$ cat src/rtl/seq_throughout_monitor_if.sv
// Bundle of the control and report signals of seq_throughout_monitor.
//   slave  modport : the monitor (takes controls, drives verdicts/counters)
//   master modport : whatever drives the controls and reads the report
// Controls : en, start, qual, cond_a, cond_b, clr_cnt
// Report   : busy, match_pulse, fail_pulse, fail_code, match_lat,
//            pass_cnt, fail_cnt, drop_cnt
// start is a single-cycle strobe sampled at the clock edge. It has no ready
// handshake. A start that arrives while busy is counted in drop_cnt and
// otherwise ignored.
interface seq_throughout_monitor_if #(
  parameter int CNT_W = 8,
  parameter int LAT_W = 3
);
  logic             en;
  logic             start;
  logic             qual;
  logic             cond_a;
  logic             cond_b;
  logic             clr_cnt;
  logic             busy;
  logic             match_pulse;
  logic             fail_pulse;
  logic [1:0]       fail_code;
  logic [LAT_W-1:0] match_lat;
  logic [CNT_W-1:0] pass_cnt;
  logic [CNT_W-1:0] fail_cnt;
  logic [CNT_W-1:0] drop_cnt;

  modport slave (
    input  en, start, qual, cond_a, cond_b, clr_cnt,
    output busy, match_pulse, fail_pulse, fail_code, match_lat,
           pass_cnt, fail_cnt, drop_cnt
  );

  modport master (
    output en, start, qual, cond_a, cond_b, clr_cnt,
    input  busy, match_pulse, fail_pulse, fail_code, match_lat,
           pass_cnt, fail_cnt, drop_cnt
  );
endinterface

$ cat src/rtl/seq_throughout_monitor.sv
// Hardware evaluator for
//   first_match(qual throughout (##[MIN_DLY:MAX_DLY] (cond_a && cond_b)))
// The monitor runs one attempt at a time, and a start strobe launches each
// attempt. Every attempt ends in exactly one registered match pulse or one
// fail pulse. The only exceptions are an en drop and a reset, which end the
// attempt silently. Saturating counters tally the outcomes.
// Ports:
//   clk   : rising-edge clock
//   rst_n : asynchronous active-low reset
//   mon   : seq_throughout_monitor_if.slave (controls in, report out)
// The FSM state is visible on mon.busy (1 == ARMED).
module seq_throughout_monitor #(
  parameter int MIN_DLY = 1,
  parameter int MAX_DLY = 4,
  parameter int CNT_W   = 8,
  parameter int LAT_W   = $clog2(MAX_DLY + 1)
) (
  input  logic                    clk,
  input  logic                    rst_n,
  seq_throughout_monitor_if.slave mon
);

  localparam logic [0:0] S_IDLE  = 1'b0;
  localparam logic [0:0] S_ARMED = 1'b1;

  localparam logic [1:0] CODE_QUAL    = 2'b01;
  localparam logic [1:0] CODE_TIMEOUT = 2'b10;

  localparam logic [LAT_W-1:0] MIN_OFF = LAT_W'(MIN_DLY);
  localparam logic [LAT_W-1:0] MAX_OFF = LAT_W'(MAX_DLY);

  logic [0:0]       state_q, state_d;
  logic [LAT_W-1:0] cnt_q, cnt_d;       // cycles since the start edge
  logic             match_q, match_d;
  logic             fail_q, fail_d;
  logic [1:0]       code_q, code_d;
  logic [LAT_W-1:0] lat_q, lat_d;
  logic [CNT_W-1:0] pass_q, pass_d;
  logic [CNT_W-1:0] failc_q, failc_d;
  logic [CNT_W-1:0] drop_q, drop_d;
  logic             pass_inc, fail_inc, drop_inc;
  logic             target;

  assign target = mon.cond_a & mon.cond_b;

  function automatic logic [CNT_W-1:0] sat_next(input logic [CNT_W-1:0] cur,
                                                input logic inc,
                                                input logic clr);
    if (clr)
      return '0;
    else if (inc && (cur != {CNT_W{1'b1}}))
      return cur + CNT_W'(1);
    else
      return cur;
  endfunction

  always_comb begin
    state_d  = state_q;
    cnt_d    = cnt_q;
    match_d  = 1'b0;
    fail_d   = 1'b0;
    code_d   = code_q;
    lat_d    = lat_q;
    pass_inc = 1'b0;
    fail_inc = 1'b0;
    drop_inc = 1'b0;

    case (state_q)
      S_IDLE: begin
        // The start edge itself is offset 0.
        if (mon.en && mon.start) begin
          if (!mon.qual) begin
            fail_d   = 1'b1;
            code_d   = CODE_QUAL;
            fail_inc = 1'b1;
          end else if (target && (MIN_DLY == 0)) begin
            match_d  = 1'b1;
            lat_d    = '0;
            pass_inc = 1'b1;
          end else begin
            state_d = S_ARMED;
            cnt_d   = LAT_W'(1);
          end
        end
      end

      S_ARMED: begin
        // A start while an attempt is running never restarts the attempt.
        // This holds in the deciding cycle too.
        if (mon.en && mon.start)
          drop_inc = 1'b1;

        if (!mon.en) begin
          state_d = S_IDLE;
        end else if (!mon.qual) begin
          // A qual drop beats a simultaneous target.
          state_d  = S_IDLE;
          fail_d   = 1'b1;
          code_d   = CODE_QUAL;
          fail_inc = 1'b1;
        end else if (target && (cnt_q >= MIN_OFF)) begin
          // This branch comes before the timeout check, so a match at
          // cnt == MAX_DLY wins.
          state_d  = S_IDLE;
          match_d  = 1'b1;
          lat_d    = cnt_q;
          pass_inc = 1'b1;
        end else if (cnt_q == MAX_OFF) begin
          state_d  = S_IDLE;
          fail_d   = 1'b1;
          code_d   = CODE_TIMEOUT;
          fail_inc = 1'b1;
        end else begin
          cnt_d = cnt_q + LAT_W'(1);
        end
      end

      default: state_d = S_IDLE;
    endcase

    pass_d  = sat_next(pass_q, pass_inc, mon.clr_cnt);
    failc_d = sat_next(failc_q, fail_inc, mon.clr_cnt);
    drop_d  = sat_next(drop_q, drop_inc, mon.clr_cnt);
  end

  always_ff @(posedge clk or negedge rst_n) begin
    if (!rst_n) begin
      state_q <= S_IDLE;
      cnt_q   <= '0;
      match_q <= 1'b0;
      fail_q  <= 1'b0;
      code_q  <= 2'b00;
      lat_q   <= '0;
      pass_q  <= '0;
      failc_q <= '0;
      drop_q  <= '0;
    end else begin
      state_q <= state_d;
      cnt_q   <= cnt_d;
      match_q <= match_d;
      fail_q  <= fail_d;
      code_q  <= code_d;
      lat_q   <= lat_d;
      pass_q  <= pass_d;
      failc_q <= failc_d;
      drop_q  <= drop_d;
    end
  end

  assign mon.busy        = (state_q == S_ARMED);
  assign mon.match_pulse = match_q;
  assign mon.fail_pulse  = fail_q;
  assign mon.fail_code   = code_q;
  assign mon.match_lat   = lat_q;
  assign mon.pass_cnt    = pass_q;
  assign mon.fail_cnt    = failc_q;
  assign mon.drop_cnt    = drop_q;

endmodule

$ cat src/flat_wrapper.sv
// flat-port wrapper written by rule: the top's interface ports become plain ports
module seq_throughout_monitor_flat 
#(
  parameter int MIN_DLY = 1,
  parameter int MAX_DLY = 4,
  parameter int CNT_W   = 8,
  parameter int LAT_W   = $clog2(MAX_DLY + 1)
)
  (clk, rst_n, mon_en, mon_start, mon_qual, mon_cond_a, mon_cond_b, mon_clr_cnt, mon_busy, mon_match_pulse, mon_fail_pulse, mon_fail_code, mon_match_lat, mon_pass_cnt, mon_fail_cnt, mon_drop_cnt);
  seq_throughout_monitor_if #(.CNT_W(CNT_W), .LAT_W(LAT_W)) mon_i ();
  input  logic clk;
  input  logic rst_n;
  input wire logic [$bits(mon_i.en)-1:0] mon_en;
  input wire logic [$bits(mon_i.start)-1:0] mon_start;
  input wire logic [$bits(mon_i.qual)-1:0] mon_qual;
  input wire logic [$bits(mon_i.cond_a)-1:0] mon_cond_a;
  input wire logic [$bits(mon_i.cond_b)-1:0] mon_cond_b;
  input wire logic [$bits(mon_i.clr_cnt)-1:0] mon_clr_cnt;
  output wire logic [$bits(mon_i.busy)-1:0] mon_busy;
  output wire logic [$bits(mon_i.match_pulse)-1:0] mon_match_pulse;
  output wire logic [$bits(mon_i.fail_pulse)-1:0] mon_fail_pulse;
  output wire logic [$bits(mon_i.fail_code)-1:0] mon_fail_code;
  output wire logic [$bits(mon_i.match_lat)-1:0] mon_match_lat;
  output wire logic [$bits(mon_i.pass_cnt)-1:0] mon_pass_cnt;
  output wire logic [$bits(mon_i.fail_cnt)-1:0] mon_fail_cnt;
  output wire logic [$bits(mon_i.drop_cnt)-1:0] mon_drop_cnt;
  assign mon_i.en = mon_en;
  assign mon_i.start = mon_start;
  assign mon_i.qual = mon_qual;
  assign mon_i.cond_a = mon_cond_a;
  assign mon_i.cond_b = mon_cond_b;
  assign mon_i.clr_cnt = mon_clr_cnt;
  assign mon_busy = mon_i.busy;
  assign mon_match_pulse = mon_i.match_pulse;
  assign mon_fail_pulse = mon_i.fail_pulse;
  assign mon_fail_code = mon_i.fail_code;
  assign mon_match_lat = mon_i.match_lat;
  assign mon_pass_cnt = mon_i.pass_cnt;
  assign mon_fail_cnt = mon_i.fail_cnt;
  assign mon_drop_cnt = mon_i.drop_cnt;
  seq_throughout_monitor #(.MIN_DLY(MIN_DLY), .MAX_DLY(MAX_DLY), .CNT_W(CNT_W), .LAT_W(LAT_W)) u_core (.clk(clk), .rst_n(rst_n), .mon(mon_i));
endmodule
$ cat config.mk
export PLATFORM = sky130hd
export DESIGN_NAME = seq_throughout_monitor_flat
export DESIGN_NICKNAME = d
export VERILOG_FILES = /design/src/rtl/seq_throughout_monitor_if.sv /design/src/rtl/seq_throughout_monitor.sv /design/src/flat_wrapper.sv
export SDC_FILE = /design/constraint.sdc
export NUM_CORES = 1
export LEC_CHECK = 0
export CORE_MARGIN = 5
export CORE_UTILIZATION = 45
export DETAILED_ROUTE_END_ITERATION = 8
export HOLD_SLACK_MARGIN = 0.06
export MAX_ROUTING_LAYER = met4
export PLACE_DENSITY = 0.84
export SLEW_MARGIN = 40
export SYNTH_ARGS = -nofsm -noshare
export SYNTH_HDL_FRONTEND = slang
export SYNTH_SLANG_ARGS = --single-unit
$ cat constraint.sdc
create_clock -name clk -period 1.9 [get_ports clk]
set_input_delay 0.285 -clock clk [delete_from_list [all_inputs] [get_ports clk]]
set_output_delay 0.285 -clock clk [all_outputs]
set_load 0.005 [all_outputs]
==> metrics.yaml, run 1 <==
timing:
  setup_viol: 6
  fin_crit_ns: 1.98
  fin_setup_tns_ns: -0.246
  fin_crit_sh: 1.04
  tightestPinTransition_ns: 0.693
  final.setup_skew_ns: 0.0124
  fmax_ghz: 0.505
  drv_slew: 0
  worst_slack_ns: -0.0793
  finalHoldViolCount: 0
  rsz0062_at_grt: "true"
  relSlewSlack: 0.532
clocking:
  worstSkewPairLatency_ns: 0.29
  clk_path_buf_depth: 2
  htreeDepth: 2
  cts_made_buffers: 5
  cts.sinks: 35
  cts-root-buf: "clkbuf_8"
  cts.clk_slew.worst_paths_ns: 0.07
  cts_tree: "yes"
run:
  drv_cap: 0
setup_path:
  crit_arrival_ns: 2.12
  path_max_fanout: 5
  worstReg2RegStart: "u_core.cnt_q[1]"
  critPathCaptureType: "flip-flop"
  startpoint_type: "flip-flop"
  ff2ff_setup_slack_ns: -0.08
  r2r_end: "u_core.mon.fail_cnt[5]"
  criticalPathCategory: "flip-flop to flip-flop"
  cp.required_ns: 2.04
  rr_worst_depth: 7
cells_and_area:
  diodes: 0
  nets: 264
  fin_cells: 300
  drive_above_1_share: 0.208
  syn2layout_area_growth_pct: 43.4
  fill_cells: 320
synthesis:
  synth_edf_count: 0
  synthCells: 189
  ys_async_sr_fraction: 1.00
  post_synth_num_cell_types: 36
  synth_area_per_cell_um2: 9.69
  syn_nets: 203
  syn-cell-area_um2: 1830
  seq_area_frac_synth: 0.478
  ys_warn_count: 0
  synth-main-ff-cell: "dfrtp_1"
  synth.ff_latch_count: 35
status:
  status: "finished with violations"
  violations: "negative setup slack"
floorplanning:
  num_rows: 23
  die_w_um: 73.8
  die_h_um: 73.8
  dieArea_um2: 5440
  initial_utilization: 0.461
  io_pins: 40
  core-area_um2: 3970
power_and_ir_drop:
  vdd_ir_drop_max_uv: 327
  power_density_nw_per_um2: 616
  leakagePower_nw: 1.10
  power.total_mw: 1.62
grt:
  grt_pass1_wl_mm: 7.82
  overflow: 0
  met1_usage: 0.246
  gr-usage-met2: 0.299
  grt_max_degree: 36
  met3_usage: 0.0301
  antenna_found_initial: 0
  grt_busiest_layer: "met2"
  grt.total_usage: 0.192
  first_global_vias: 1706
routing:
  wl_per_cell_um: 15.8
  drtIter0Drc: 179
  drc: 0
  drt_pass1_iterations: 4
  vias_per_cell: 5.74
  wl_mm: 4.73
  vias: 1723
  antenna_left: 0
placed_design:
  dp_cells: 291
  port_buffers: 39
  hpwlAfterDp_mm: 3.19
  place_congestion: 0.901
min_path:
  hold_path.class: "input port to async pin"
## Yosys cell counts, types with 2 or more instances
cell	count	share of area
mux2i_1	3	0.016
nand2_1	17	0.035
xor2_1	6	0.029
nor2_1	12	0.025
o21ai_0	10	0.027
clkbuf_1	5	0.010
nor3_1	2	0.0055
or4_1	7	0.029
ha_1	6	0.041
and4_1	2	0.0096
nand4_1	7	0.024
o31ai_1	10	0.041
a21oi_1	15	0.041
mux2_2	2	0.012
o211ai_1	2	0.0082
and3_1	7	0.024
dfrtp_1	35	0.48
nand3_1	9	0.025
or3_1	6	0.021
nor4_1	2	0.0068
inv_1	9	0.018
## layout make-up
cell class	count	area [um^2]	share of cell area
clock buffers	6	82.6	0.0315
well taps	50	62.6	0.0238
inverters	9	33.8	0.0129
repair buffers	60	556	0.212
flip-flops and latches	35	876	0.334
multi-input cells	139	1010	0.385
clock inverters	1	5.00	0.00191
## timing repair
item / in CTS / in global routing
gates resized for setup: 5 / 18
buffers inserted: 0 / 1
hold buffers: 0 / 0
endpoints found under the setup margin: 9 / 11
pin swaps: 4 / 16
gates cloned: 1 / 0
## per-stage QoR
stage          hold WS (ns)  worst slack, ns   util  cell area, um^2
6_report              0.399          -0.0793  0.661             2630
5_1_grt               0.445           -0.183  0.661             2630
4_1_cts               0.413          -0.0634  0.641             2550
3_5_place_dp          0.462          -0.0734  0.611             2420
3_3_place_gp          0.461          -0.0394  0.611             2420
2_1_floorplan       -0.0106          -0.0258      -             1850
## state kept, by name, summed over array words and instances, names as in the netlist
signal and flops:
u_core.mon.pass_cnt 8, u_core.mon.match_lat 3, u_core.mon.fail_code 2, u_core.mon.drop_cnt 8, u_core.mon.match_pulse 1, u_core.cnt_q 3
u_core.mon.busy 1, u_core.mon.fail_cnt 8, u_core.mon.fail_pulse 1
## where the power goes
part / internal, mW / total (mW) / switching [mW]
registers: 0.773 / 0.796 / 0.0231
clock network: 0.284 / 0.551 / 0.267
logic: 0.139 / 0.270 / 0.131
## layout by cell type, fill, tap and decap left out, types with 7 or more instances in the layout
cell / netlist / layout
a21oi_1: 15 / 9
and3_1: 7 / 7
buf_4: 0 / 19
clkdlybuf4s50_1: 0 / 39
dfrtp_1: 35 / 35
inv_1: 9 / 8
nand2_1: 17 / 17
nand3_1: 9 / 8
nand4_1: 7 / 7
nor2_1: 12 / 11
o21ai_0: 10 / 9
o31ai_1: 10 / 9
## cell families (layout without fill, tap and decap cells)
logic type,Yosys count,after routing,share of synthesized area
mux,5,5,0.0287
xor+xnor,7,7,0.0335
fa+ha+maj,6,6,0.0410
compound gates,43,44,0.157
simple gates,77,77,0.228
flops,35,35,0.478
buf+inv,16,76,0.0335
## metal layers
metal / vias to the layer above / wire [um]
li1: 820 / -
met1: 847 / 2080
met2: 49 / 2380
met3: 7 / 203
met4: 0 / 78
met5: - / 0
## worst max-delay path: stages, from the launching register on
cell and delay (ns):
dfrtp_1 0.38, inv_2 0.06, ha_4 0.16, o311a_4 0.38, a22o_4 0.28, buf_4 0.15, o31ai_1 0.32, a21oi_2 0.10
## worst max-delay path by stage
stage                     slack (ns)             from                endpoint  cells after the start
final                          -0.08  u_core.cnt_q[1]  u_core.mon.fail_cnt[5]                      7
after detailed placement       -0.07         mon_qual  u_core.mon.fail_cnt[6]                      5
after global placement         -0.04         mon_qual  u_core.mon.fail_cnt[6]                      5
after global routing           -0.18  u_core.cnt_q[1]  u_core.mon.fail_cnt[5]                      7
after floorplan                -0.03  u_core.cnt_q[1]  u_core.mon.fail_cnt[6]                      6
after CTS                      -0.06  u_core.cnt_q[1]  u_core.mon.fail_cnt[4]                      6
No activity file was read; power rests on OpenSTA's default activity.
==> run 2, diff against run 1 <==
--- a/config.mk
+++ b/config.mk
@@ -7,6 +7,7 @@
 export LEC_CHECK = 0
 export CORE_MARGIN = 5
 export CORE_UTILIZATION = 45
+export CTS_CLUSTER_DIAMETER = 120
 export DETAILED_ROUTE_END_ITERATION = 8
 export HOLD_SLACK_MARGIN = 0.06
 export MAX_ROUTING_LAYER = met4
==> results of run 2 <==
Same layout as run 1: the final DEF is identical, and so are final timing and power.
